<file path="src/rtl/sum_frame_accum.sv">
// sum_frame_accum: per-frame accumulator for the dual 33-bit adder stage.
// Sums in_res1 and in_res2 over a frame of BEAT_CNT beats, or fewer if a beat
// arrives with in_last high. The frame totals, the beat count and a sticky
// overflow flag are held in output registers until the consumer accepts them.
//
// Ports:
//   clk, rst            clock, asynchronous active-high reset
//   in_valid/in_ready   input beat handshake (in_ready = state is ACCUM)
//   in_res1, in_res2    unsigned sums, DATA_W bits each
//   in_last             beat closes the frame early
//   out_valid/out_ready result handshake (out_valid = state is EMIT)
//   out_sum1, out_sum2  frame totals modulo 2^ACC_W
//   out_count           beats in the frame (1..BEAT_CNT)
//   out_ovf             an accumulator wrapped during the frame
module sum_frame_accum #(
  parameter int unsigned DATA_W   = 33,
  parameter int unsigned ACC_W    = 64,
  parameter int unsigned BEAT_CNT = 8
) (
  input  logic              clk,
  input  logic              rst,
  input  logic              in_valid,
  output logic              in_ready,
  input  logic [DATA_W-1:0] in_res1,
  input  logic [DATA_W-1:0] in_res2,
  input  logic              in_last,
  output logic              out_valid,
  input  logic              out_ready,
  output logic [ACC_W-1:0]  out_sum1,
  output logic [ACC_W-1:0]  out_sum2,
  output logic [7:0]        out_count,
  output logic              out_ovf
);

  localparam logic [7:0] BEAT_LAST = 8'(BEAT_CNT);

  typedef enum logic {StAccum, StEmit} state_e;

  state_e             state_q, state_d;
  logic [ACC_W-1:0]   acc1_q, acc1_d, acc2_q, acc2_d;
  logic [7:0]         cnt_q, cnt_d;
  logic               ovf_q, ovf_d;
  logic [ACC_W-1:0]   osum1_q, osum1_d, osum2_q, osum2_d;
  logic [7:0]         ocnt_q, ocnt_d;
  logic               oovf_q, oovf_d;

  logic [ACC_W:0]     ext1, ext2, add1, add2;
  logic [7:0]         cnt_inc;
  logic               accept, close;

  always_comb begin
    // One extra bit on the adders captures the carry out of ACC_W.
    ext1                = '0;
    ext2                = '0;
    ext1[DATA_W-1:0]    = in_res1;
    ext2[DATA_W-1:0]    = in_res2;
    add1                = {1'b0, acc1_q} + ext1;
    add2                = {1'b0, acc2_q} + ext2;
    cnt_inc             = cnt_q + 8'd1;
    accept              = in_valid && (state_q == StAccum);
    close               = accept && ((cnt_inc == BEAT_LAST) || in_last);

    state_d = state_q;
    acc1_d  = acc1_q;
    acc2_d  = acc2_q;
    cnt_d   = cnt_q;
    ovf_d   = ovf_q;
    osum1_d = osum1_q;
    osum2_d = osum2_q;
    ocnt_d  = ocnt_q;
    oovf_d  = oovf_q;

    unique case (state_q)
      StAccum: begin
        if (accept) begin
          acc1_d = add1[ACC_W-1:0];
          acc2_d = add2[ACC_W-1:0];
          cnt_d  = cnt_inc;
          ovf_d  = ovf_q | add1[ACC_W] | add2[ACC_W];
          if (close) begin
            osum1_d = add1[ACC_W-1:0];
            osum2_d = add2[ACC_W-1:0];
            ocnt_d  = cnt_inc;
            oovf_d  = ovf_q | add1[ACC_W] | add2[ACC_W];
            state_d = StEmit;
          end
        end
      end
      StEmit: begin
        if (out_ready) begin
          acc1_d  = '0;
          acc2_d  = '0;
          cnt_d   = '0;
          ovf_d   = 1'b0;
          state_d = StAccum;
        end
      end
    endcase
  end

  always_ff @(posedge clk or posedge rst) begin
    if (rst) begin
      state_q <= StAccum;
      acc1_q  <= '0;
      acc2_q  <= '0;
      cnt_q   <= '0;
      ovf_q   <= 1'b0;
      osum1_q <= '0;
      osum2_q <= '0;
      ocnt_q  <= '0;
      oovf_q  <= 1'b0;
    end else begin
      state_q <= state_d;
      acc1_q  <= acc1_d;
      acc2_q  <= acc2_d;
      cnt_q   <= cnt_d;
      ovf_q   <= ovf_d;
      osum1_q <= osum1_d;
      osum2_q <= osum2_d;
      ocnt_q  <= ocnt_d;
      oovf_q  <= oovf_d;
    end
  end

  assign in_ready  = (state_q == StAccum);
  assign out_valid = (state_q == StEmit);
  assign out_sum1  = osum1_q;
  assign out_sum2  = osum2_q;
  assign out_count = ocnt_q;
  assign out_ovf   = oovf_q;

endmodule
</file>
<file path="config.mk">
export PLATFORM = sky130hd
export DESIGN_NAME = sum_frame_accum
export DESIGN_NICKNAME = d
export VERILOG_FILES = /design/src/rtl/sum_frame_accum.sv
export SDC_FILE = /design/constraint.sdc
export NUM_CORES = 1
export LEC_CHECK = 0
export ABC_AREA = 1
export ABC_CLOCK_PERIOD_IN_PS = 22100
export BUFFER_PORTS_ARGS = -buffer_cell sky130_fd_sc_hd__buf_2
export CAP_MARGIN = 20
export CORE_UTILIZATION = 65
export DETAILED_ROUTE_END_ITERATION = 8
export PLACE_DENSITY = 0.92
export SYNTH_ARGS = -nofsm -noshare
export SYNTH_HDL_FRONTEND = slang
export SYNTH_SLANG_ARGS = --single-unit
</file>
<file path="constraint.sdc">
create_clock -name clk -period 22.1 [get_ports clk]
set_clock_uncertainty 0.1 [all_clocks]
set_input_delay 1.105 -clock clk [delete_from_list [all_inputs] [get_ports clk]]
set_output_delay 1.105 -clock clk [all_outputs]
set_load 0.005 [all_outputs]
</file>
==> out/qor.yml <==
hpwlAfterDp_um: 43600
max_stage_delay_ns: 0.85
fin_total_pwr_w: 0.00228
register_area_sq_um: 6880
drc_errors: 0
fin_tns_setup_ns: 0
gp_congestion: 1.04
cts_root_buf: "clkbuf_16"
required_ns: 22.48
hold_buffers: 0
clk_pin_slew_ns: 0.06
grt_max_degree: 137
ys_seq_area_share_pct: 37.5
cpMaxStageDelayCell: "buf_4"
cts_resized: 0
multi_input_area_sq_um: 9630
cp-end-kind: "flop"
fin_cells: 3427
syn-instance-count: 2837
slew_viol_final: 0
final_util_pct: 74.4
status: "finished clean"
critPathLaunchType: "primary input"
routed_wl_um: 59200
ios: 210
vias: 19200
cts_tree: "yes"
max-vdd-ir-drop_uv: 106
wl_per_cell_um: 17.3
yosys.area_share.simple_pct: 39.1
avgViaCountPerCell: 5.59
synth_warnings: 0
initial_utilization_pct: 66.1
hold_path_class: "flop to flop"
drv_cap: 0
clk_path_buf_depth: 3
cpMostUsedCell: "buf_4"
fill_cells: 2215
min_period_over_period_pct: 17.7
rsz0062_at_grt: "false"
antenna_found_initial: 1
die_y_um: 170
port_buffers: 209
synth_compound_gate_area_share_pct: 5.41
hold_depth: 2
coreArea_sq_um: 27800
drive_gt1_share_pct: 9.18
synth_largest_area_cell: "dfrtp_1"
relSlewSlack_pct: 28.4
grt_remaining_overflow: 0
fmax_mhz: 255
hold_viol: 0
synthAdderAreaFrac_pct: 4.79
final-setup-viol-count: 0
synth_top_family_by_area: "simple AND/OR/NAND/NOR gates"
dr.first_iter.drc_count: 1910
grt_pass1_vias: 18700
met2_usage_pct: 71.6
dp.cells: 3373
nets: 3166
p_leak_nw: 12.2
syn2layout_area_growth_pct: 12.6
yosysUniqueCellTypes: 33
grt_pass1_wl_um: 93700
top_usage_layer: "met2"
grt.total_usage_pct: 41.3
die_x_um: 170
reg2regPathDepth: 8
avgSynthCellArea_sq_um: 6.47
worst_ep_arrival_time_ns: 4.30
power.density_nw_per_um2: 111
synth-xor-area-share_pct: 3.01
numClockSinks: 275
syn-num-nets: 2977
synthTopCellsByArea: "dfrtp_1, nand2_1, inv_1"
use_met3_pct: 6.07
crit_fanout: 81
clkLatencyLatePin_ns: 0.57
dr.pass1.iters: 6
path_cells: "buf_2 -> nand2_1 -> buf_4 -> inv_2 -> a21oi_4 -> buf_4 -> inv_1 -> o22ai_1"
cts_setup_buffers: 0
yosys_register_bits: 275
rows: 61
dieArea_sq_um: 28900
tightest_slew_ns: 1.07
synthMuxAreaShare_pct: 0
final_cell_area_sq_um: 20700
htree_levels: 1
placed_area_sq_um: 19700
n_antenna_cell: 0
grtUsageMet1_pct: 49.0
drtAntennaViolNets: 0
cts_made_buffers: 29
synth.cell_area_sq_um: 18400
critPathKind: "primary input to flop"
final.min_clock_period_ns: 3.92
synth_top_area_share_pct: 37.5
-- layout make-up --
class	count	share of cell area (%)
Clock buffer	42	4.18
Multi-Input combinational cell	2080	46.6
Clock inverter	12	0.587
Timing Repair Buffer	218	5.39
Inverter	422	7.70
Sequential cell	275	33.3
Tap cell	378	2.29
-- where the power goes --
group	total, W	internal [W]	switching [W]
logic	0.00105	0.000344	0.000705
clock network	0.000512	0.000294	0.000218
registers	0.000724	0.000631	0.0000926
-- state kept, by name, indices dropped and copies added (netlist names) --
| register | flops |
|---|---|
| cnt_q | 8 |
| ovf_q | 1 |
| out_valid | 1 |
| out_sum1 | 64 |
| acc1_q | 64 |
| out_count | 8 |
| out_ovf | 1 |
| out_sum2 | 64 |
| acc2_q | 64 |
-- Yosys cell counts --
cell type	number
nor4_1	3
nor3b_1	2
a21boi_2	1
or2_2	4
o21bai_1	4
nor3_2	1
clkbuf_1	16
and2_1	1
nand2_1	1287
xnor2_1	17
ha_1	67
a21oi_1	45
buf_4	2
fa_1	2
buf_2	34
buf_1	7
o21ai_0	84
clkinv_1	1
nand4_2	1
nand4_1	43
xor2_1	46
a22o_1	27
a21oi_4	1
inv_1	421
nand3b_1	16
nand3_1	198
dfrtp_1	275
nor3_1	38
and3_1	3
buf_6	1
o22ai_1	7
nor2_1	180
o21ai_1	2
-- cells in the final DEF, fill, tap and decap left out, types with 4 or more instances in the layout --
cell type,count
buf_2,209
clkbuf_16,29
o21ai_0,84
inv_1,419
or2_2,4
a22o_1,27
xor2_1,46
buf_4,9
dfrtp_1,275
nand3_1,198
clkbuf_8,9
o21bai_1,4
nand2_1,1286
xnor2_1,17
nor3_1,38
nand3b_1,16
clkinv_2,6
nor2_1,180
nand4_1,43
clkbuf_1,4
ha_1,67
a21oi_1,44
o22ai_1,7
-- worst paths after layout --
kind                       slack [ns]                startpoint                  endpoint
setup / recovery                18.18                  in_valid      cnt_q[7]$_DFFE_PP0P_
hold / removal                   0.37  out_sum1[56]$_DFFE_PP0P_  out_sum1[56]$_DFFE_PP0P_
setup reg to reg                18.21       out_valid$_DFF_PP0_      cnt_q[7]$_DFFE_PP0P_
hold reg to reg                  0.37  out_sum1[56]$_DFFE_PP0P_  out_sum1[56]$_DFFE_PP0P_
max in group asynchronous       19.63                       rst  out_sum2[36]$_DFFE_PP0P_
min in group asynchronous        0.61                       rst  out_sum2[41]$_DFFE_PP0P_
-- per-stage QoR --
stage          hold slack [ns]  setup WS (ns)
3_5_place_dp             0.359          17.68
4_1_cts                  0.377          18.26
3_3_place_gp             0.356          17.76
6_report                 0.374          18.18
2_1_floorplan            0.349          13.31
5_1_grt                  0.398          17.99
-- logic make-up (layout without fill, tap and decap cells) --
logic type	Yosys count	after routing
buffers and inverters	482	694
xor gates and xnor gates	63	63
DFF	275	275
and+or+nand+nor	1777	1777
AOI/OAI and AO/OA	171	171
adders and majority gates	69	69
-- worst max-delay path, delay by kind of cell --
family          cells  cell delay (ns)
buf+inv             5             2.12
compound gates      2             0.92
simple gates        1             0.06
-- metal layers --
layer	up-vias	share of wire [%]
met5	-	0
met4	0	5.8
met3	220	7.0
met2	964	48
met1	8842	39
li1	9145	-
No activity file was read; power rests on OpenSTA's default activity.
